<file path="src/rtl/pp_iter_multiplier.sv">
// ============================================================================
// Module   : pp_iter_multiplier
// Brief    : Iterative shift-and-add multiplier, PP_PER_CYC partial products/cycle.
// Revision : 1.0 - initial release
// ============================================================================
`default_nettype none

module pp_iter_multiplier #(
  parameter int WIDTH      = 24,
  parameter int PP_PER_CYC = 1
) (
  input  logic                 clk,
  input  logic                 rst_n,
  input  logic                 abort,
  input  logic                 in_valid,
  output logic                 in_ready,
  input  logic                 in_signed,
  input  logic [WIDTH-1:0]     a,
  input  logic [WIDTH-1:0]     b,
  output logic                 out_valid,
  input  logic                 out_ready,
  output logic [2*WIDTH-1:0]   product,
  output logic                 busy
);

  localparam int C_STEPS = WIDTH / PP_PER_CYC;
  localparam int C_CW    = $clog2(C_STEPS) + 1;

  generate
    if (WIDTH < 2 || PP_PER_CYC < 1 || (WIDTH % PP_PER_CYC) != 0) begin : g_param_check
      $error("pp_iter_multiplier: illegal WIDTH/PP_PER_CYC combination");
    end
  endgenerate

  typedef enum logic [1:0] {
    S_IDLE = 2'd0,
    S_CALC = 2'd1,
    S_DONE = 2'd2
  } state_t;

  state_t               state_q, state_d;
  logic [C_CW-1:0]      cnt_q, cnt_d;
  logic [2*WIDTH-1:0]   acc_q, acc_d;
  logic [2*WIDTH-1:0]   a_sh_q, a_sh_d;
  logic [WIDTH-1:0]     b_sh_q, b_sh_d;
  logic                 neg_q, neg_d;
  logic [2*WIDTH-1:0]   product_q, product_d;

  logic [WIDTH-1:0]     w_a_mag;
  logic [WIDTH-1:0]     w_b_mag;
  logic [2*WIDTH-1:0]   w_pp_sum;

  // Negating the most negative value wraps to 2^(WIDTH-1), which is the
  // correct magnitude when read back as unsigned.
  assign w_a_mag = (in_signed && a[WIDTH-1]) ? -a : a;
  assign w_b_mag = (in_signed && b[WIDTH-1]) ? -b : b;

  always_ff @(posedge clk or negedge rst_n) begin
    if (!rst_n) begin
      state_q   <= S_IDLE;
      cnt_q     <= '0;
      acc_q     <= '0;
      a_sh_q    <= '0;
      b_sh_q    <= '0;
      neg_q     <= 1'b0;
      product_q <= '0;
    end else begin
      state_q   <= state_d;
      cnt_q     <= cnt_d;
      acc_q     <= acc_d;
      a_sh_q    <= a_sh_d;
      b_sh_q    <= b_sh_d;
      neg_q     <= neg_d;
      product_q <= product_d;
    end
  end

  always_comb begin
    state_d   = state_q;
    cnt_d     = cnt_q;
    acc_d     = acc_q;
    a_sh_d    = a_sh_q;
    b_sh_d    = b_sh_q;
    neg_d     = neg_q;
    product_d = product_q;

    // Multiplicand is pre-shifted each step, so bit j of the shifted
    // multiplier selects a_sh << j for absolute bit counter+j.
    w_pp_sum = acc_q;
    for (int j = 0; j < PP_PER_CYC; j++) begin
      if (b_sh_q[j]) begin
        w_pp_sum = w_pp_sum + (a_sh_q << j);
      end
    end

    if (abort) begin
      state_d = S_IDLE;
    end else begin
      case (state_q)
        S_IDLE: begin
          if (in_valid) begin
            state_d = S_CALC;
            cnt_d   = '0;
            acc_d   = '0;
            a_sh_d  = {{WIDTH{1'b0}}, w_a_mag};
            b_sh_d  = w_b_mag;
            neg_d   = in_signed & (a[WIDTH-1] ^ b[WIDTH-1]);
          end
        end
        S_CALC: begin
          acc_d  = w_pp_sum;
          a_sh_d = a_sh_q << PP_PER_CYC;
          b_sh_d = b_sh_q >> PP_PER_CYC;
          cnt_d  = cnt_q + C_CW'(1);
          if (cnt_q == C_CW'(C_STEPS - 1)) begin
            product_d = neg_q ? -w_pp_sum : w_pp_sum;
            state_d   = S_DONE;
          end
        end
        S_DONE: begin
          if (out_ready) begin
            state_d = S_IDLE;
          end
        end
        default: state_d = S_IDLE;
      endcase
    end
  end

  assign in_ready  = (state_q == S_IDLE);
  assign out_valid = (state_q == S_DONE);
  assign busy      = (state_q != S_IDLE);
  assign product   = product_q;

endmodule

`default_nettype wire

</file>
<file path="config.mk">
export PLATFORM = sky130hd
export DESIGN_NAME = pp_iter_multiplier
export DESIGN_NICKNAME = d
export VERILOG_FILES = /design/src/rtl/pp_iter_multiplier.sv
export SDC_FILE = /design/constraint.sdc
export NUM_CORES = 1
export LEC_CHECK = 0
export CAP_MARGIN = 40
export CORE_AREA = 10 10 164 166
export DETAILED_ROUTE_END_ITERATION = 8
export DIE_AREA = 0 0 174 176
export GPL_TIMING_DRIVEN = 1
export PLACE_DENSITY = 0.77
export SLEW_MARGIN = 0
export SYNTH_ARGS = -nofsm -noshare
export SYNTH_HDL_FRONTEND = slang
export SYNTH_SLANG_ARGS = --single-unit
</file>
<file path="constraint.sdc">
create_clock -name clk -period 5 [get_ports clk]
set_clock_uncertainty 0.2 [all_clocks]
set_input_delay 1 -clock clk [delete_from_list [all_inputs] [get_ports clk]]
set_output_delay 1 -clock clk [all_outputs]
set_load 0.005 [all_outputs]
</file>
==> flow_summary.html <==
<table>
<tr><th>Metric</th><th>Value</th></tr>
<tr><th colspan="2">Routing</th></tr>
<tr><td>Total wire length</td><td>40600 µm</td></tr>
<tr><td>Vias after detailed routing</td><td>12400</td></tr>
<tr><td>First drt pass iteration count</td><td>5</td></tr>
<tr><td>Iteration-0 DRC count of the detailed router</td><td>1111</td></tr>
<tr><td>Routed Antenna Nets</td><td>0</td></tr>
<tr><td>Met1 routed wirelength after detailed routing</td><td>16700 µm</td></tr>
<tr><td>Met3 wire len</td><td>1920 µm</td></tr>
<tr><td>Via density per instance</td><td>6.42</td></tr>
<tr><td>Highest metal layer used by the detailed router</td><td>met4</td></tr>
<tr><td>Post-DR wirelength/cell</td><td>20.9 µm</td></tr>
<tr><td># DRC</td><td>0</td></tr>
<tr><td>Met2 Wirelength</td><td>19800 µm</td></tr>
<tr><th colspan="2">Status</th></tr>
<tr><td>Status</td><td>completed</td></tr>
<tr><th colspan="2">Global route</th></tr>
<tr><td>Via count of the first global-routing pass</td><td>12100</td></tr>
<tr><td>Global-route wire length before repair</td><td>64900 µm</td></tr>
<tr><td>Maximum number of pins on one net before global-route repair</td><td>102</td></tr>
<tr><td>Number of antenna violations at the first check in global routing</td><td>0</td></tr>
<tr><td>Global-route usage over all layers</td><td>0.260</td></tr>
<tr><td>Total gr overflow</td><td>0</td></tr>
<tr><th colspan="2">Clock network</th></tr>
<tr><td>Level count of the clock H-tree</td><td>4</td></tr>
<tr><td>CTS tree</td><td>done</td></tr>
<tr><td>Number of buffers added by the clock tree synthesis step</td><td>17</td></tr>
<tr><td>Clk sinks</td><td>177</td></tr>
<tr><td>Worst-Skew Late Latency</td><td>0.45 ns</td></tr>
<tr><td>Clock root buffer</td><td>clkbuf_16</td></tr>
<tr><td>Post-CTS sizing</td><td>0</td></tr>
<tr><td>Register clock-pin slew on the reported worst setup and hold paths</td><td>0.08 ns</td></tr>
<tr><td>Buffers inserted during post-CTS setup optimization</td><td>0</td></tr>
<tr><td>Hold bufs inserted after CTS</td><td>0</td></tr>
<tr><td>Bufs on Longest Clock Path</td><td>2</td></tr>
<tr><th colspan="2">Power</th></tr>
<tr><td>Leakage Power</td><td>6.37 nW</td></tr>
<tr><td>Cell Pwr Density</td><td>316 nW/µm²</td></tr>
<tr><td>Maximum VDD drop</td><td>0.260 mV</td></tr>
<tr><td>Final total power</td><td>0.00476 W</td></tr>
<tr><th colspan="2">Floorplan</th></tr>
<tr><td>Floorplan core area</td><td>23800 µm²</td></tr>
<tr><td>IO Pins</td><td>105</td></tr>
<tr><td>Die extent in x</td><td>174 µm</td></tr>
<tr><td>Row count</td><td>57</td></tr>
<tr><td>Die Y-Extent</td><td>176 µm</td></tr>
<tr><td>Die Area</td><td>30600 µm²</td></tr>
<tr><td>Effective utilization at floorplan</td><td>0.550</td></tr>
<tr><th colspan="2">Place</th></tr>
<tr><td>Input/output buffers</td><td>104</td></tr>
<tr><td>Placed Instance Area</td><td>14400 µm²</td></tr>
<tr><td>HPWL Detailed</td><td>30000 µm</td></tr>
<tr><td>Last weighted congestion value of the routability-driven placer</td><td>1.01</td></tr>
<tr><td>Worst setup slack before clock tree synthesis</td><td>0.497 ns</td></tr>
<tr><th colspan="2">Final layout</th></tr>
<tr><td>Final std cell area, no fill</td><td>15000 µm²</td></tr>
<tr><td>Net total in the final layout</td><td>1707</td></tr>
<tr><td>Number of filler instances in the final layout</td><td>2099</td></tr>
<tr><td>Multi-input gate area in the final layout</td><td>8110 µm²</td></tr>
<tr><td>Area taken by flip-flops and latches</td><td>4430 µm²</td></tr>
<tr><td>Antenna diode count</td><td>0</td></tr>
<tr><td>Area growth from synthesis to layout</td><td>14.9%</td></tr>
<tr><td>Share of post-route cells with drive strength above 1</td><td>0.0905</td></tr>
<tr><th colspan="2">Critical path</th></tr>
<tr><td>Critical path startpoint category</td><td>flip-flop</td></tr>
<tr><td>Critical R2R Capture</td><td>product[32]</td></tr>
<tr><td>Crit path to</td><td>product[32]</td></tr>
<tr><td>Worst Reg2Reg Path Length in Cells</td><td>12</td></tr>
<tr><td>Nature of the critical path endpoint</td><td>flip-flop</td></tr>
<tr><td>Maximum fanout along the worst path</td><td>7</td></tr>
<tr><td>R2R Setup Slk</td><td>0.39 ns</td></tr>
<tr><td>Crit path launch</td><td>acc_q[4]</td></tr>
<tr><td>Class of the most critical setup path</td><td>flip-flop to flip-flop</td></tr>
<tr><td>Worst reg2reg path startpoint</td><td>acc_q[4]</td></tr>
<tr><td>Worst path arrival time</td><td>4.75 ns</td></tr>
<tr><td>Data required time of the worst path</td><td>5.14 ns</td></tr>
<tr><th colspan="2">Synth</th></tr>
<tr><td>Distinct cell type count of the synthesized netlist</td><td>110</td></tr>
<tr><td>FFs w/ async S/R, synth</td><td>1.00</td></tr>
<tr><td>Yosys Warn Count</td><td>0</td></tr>
<tr><td>Most used DFF post-synth</td><td>dfrtp_1</td></tr>
<tr><td>Count of state elements after synthesis</td><td>177</td></tr>
<tr><td>Sequential fraction of the synthesis area</td><td>0.338</td></tr>
<tr><td>Mean Syn Cell Area</td><td>8.54 µm²</td></tr>
<tr><td>Post-synthesis cell count</td><td>1533</td></tr>
<tr><td>Number of enable flip-flop cells after synthesis</td><td>0</td></tr>
<tr><td>Combined area of all synthesized cells</td><td>13100 µm²</td></tr>
<tr><td>Post-synth net total</td><td>1639</td></tr>
<tr><th colspan="2">STA</th></tr>
<tr><td>Final setup fails</td><td>0</td></tr>
<tr><td>RSZ-0062 raised after global routing</td><td>no</td></tr>
<tr><td>Final worst-path cycle share</td><td>0.922</td></tr>
<tr><td>Final Slew Violations</td><td>0</td></tr>
<tr><td>Transition time at the pin with the least slew margin</td><td>0.889 ns</td></tr>
<tr><td>Sum of negative setup slack</td><td>0 ns</td></tr>
<tr><td>Highest clock frequency the design can meet</td><td>217 MHz</td></tr>
<tr><td>Max_slew headroom</td><td>0.405</td></tr>
<tr><td>Hold Fails Final Rpt</td><td>0</td></tr>
<tr><td>Period minus WS final</td><td>4.61 ns</td></tr>
<tr><td>Final setup margin</td><td>0.390 ns</td></tr>
<tr><th colspan="2">Run</th></tr>
<tr><td>Max-capacitance violation count</td><td>0</td></tr>
<tr><th colspan="2">Hold path</th></tr>
<tr><td>Worst hold path class</td><td>flip-flop to flip-flop</td></tr>
</table>
==> registers in the layout, indices dropped and copies added (netlist names) <==
name     flops
state_q      2
a_sh_q      48
b_sh_q      24
product     48
neg_q        1
acc_q       48
cnt_q        6
==> cell families (layout without fill, tap and decap cells) <==
logic type | after synthesis | count (layout) | share of synthesized area
XOR/XNOR | 103 | 103 | 0.0689
multiplexers | 19 | 19 | 0.0155
AO/OA/AOI/OAI | 579 | 579 | 0.300
flip-flops | 177 | 177 | 0.338
buffers and inverters | 125 | 206 | 0.0443
AND/OR/NAND/NOR | 478 | 478 | 0.182
adder cells (fa/ha/maj) | 52 | 52 | 0.0503
==> per-stage QoR <==
| stage | hold WS, ns | utilization | cells |
|---|---|---|---|
| after floorplan | 0.244 | - | 1533 |
| after global placement | 0.258 | 0.604 | 1903 |
| after detailed placement | 0.265 | 0.606 | 1906 |
| after CTS | 0.285 | 0.632 | 1938 |
| after global routing | 0.303 | 0.632 | 1938 |
| final | 0.278 | 0.632 | 1938 |
==> power by group <==
part | switching, W | total [W] | internal [W]
registers | 0.000132 | 0.00169 | 0.00156
clock network | 0.000701 | 0.00143 | 0.000724
logic | 0.00102 | 0.00164 | 0.000619
total | 0.00185 | 0.00476 | 0.00290
==> worst min-delay path by stage <==
stage / end / start / cells after the start
after global routing: b_sh_q[13] / b_sh_q[13] / 1
final: product[41] / product[41] / 2
after CTS: b_sh_q[20] / b_sh_q[20] / 1
after floorplan: b_sh_q[3] / b_sh_q[3] / 1
after global placement: b_sh_q[10] / b_sh_q[10] / 1
after detailed placement: b_sh_q[11] / b_sh_q[11] / 1
==> worst max-delay path: stages, from the launching register on <==
cell and delay (ns):
dfrtp_1 0.43, ha_1 0.38, a21oi_1 0.41, o21ai_2 0.20, a211o_2 0.42, a22o_2 0.28, nor3_1 0.21, o31ai_1 0.16
nor4_2 0.65, nand4_1 0.46, o21ai_0 0.32, xor2_1 0.11, mux2_2 0.27
==> synthesized netlist by cell type (all sizes together) (9+ instances only) <==
library cell / instances / area [µm²]
inv: 33 / 124
nand4: 41 / 290
a31oi: 16 / 100
o211ai: 14 / 115
nor4: 10 / 98.8
a22oi: 30 / 244
o31ai: 20 / 169
dfrtp: 177 / 4430
xor2: 43 / 377
a21oi: 136 / 703
a211oi: 15 / 143
nand2: 187 / 704
a211o: 12 / 110
ha: 51 / 638
nor2: 95 / 357
mux2i: 12 / 120
a22o: 42 / 369
and3: 9 / 57.6
nor3: 33 / 198
clkbuf: 59 / 289
a21o: 36 / 272
or3: 13 / 86.3
o21ai: 162 / 818
buf: 33 / 168
o22ai: 12 / 81.3
nand2b: 14 / 90.1
o21a: 20 / 150
nand3: 26 / 130
xnor2: 60 / 526
==> layout make-up <==
type,count,share of cell area
clock buffer,17,0.0283
clock inverter,15,0.0128
inverter,33,0.00823
multi-input combinational,1231,0.539
sequential,177,0.294
tap,324,0.0269
timing repair buffer,141,0.0902
==> metal layers <==
layer  GRT usage  vias to the layer above
li1            -                     5853
met1       0.310                     6019
met2       0.447                      458
met3      0.0389                      109
met4       0.134                        0
met5           0                        -
==> layout by cell type, fill, tap and decap left out, types with 35 or more instances in the layout <==
| cell | n |
|---|---|
| nand2_1 | 186 |
| dfrtp_1 | 176 |
| o21ai_0 | 149 |
| a21oi_1 | 130 |
| clkdlybuf4s50_1 | 103 |
| nor2_1 | 94 |
| xnor2_1 | 60 |
| ha_1 | 51 |
| xor2_1 | 43 |
| a22o_1 | 41 |
| nand4_1 | 37 |
| a21o_1 | 35 |
Power figures use the tool's default switching activity.
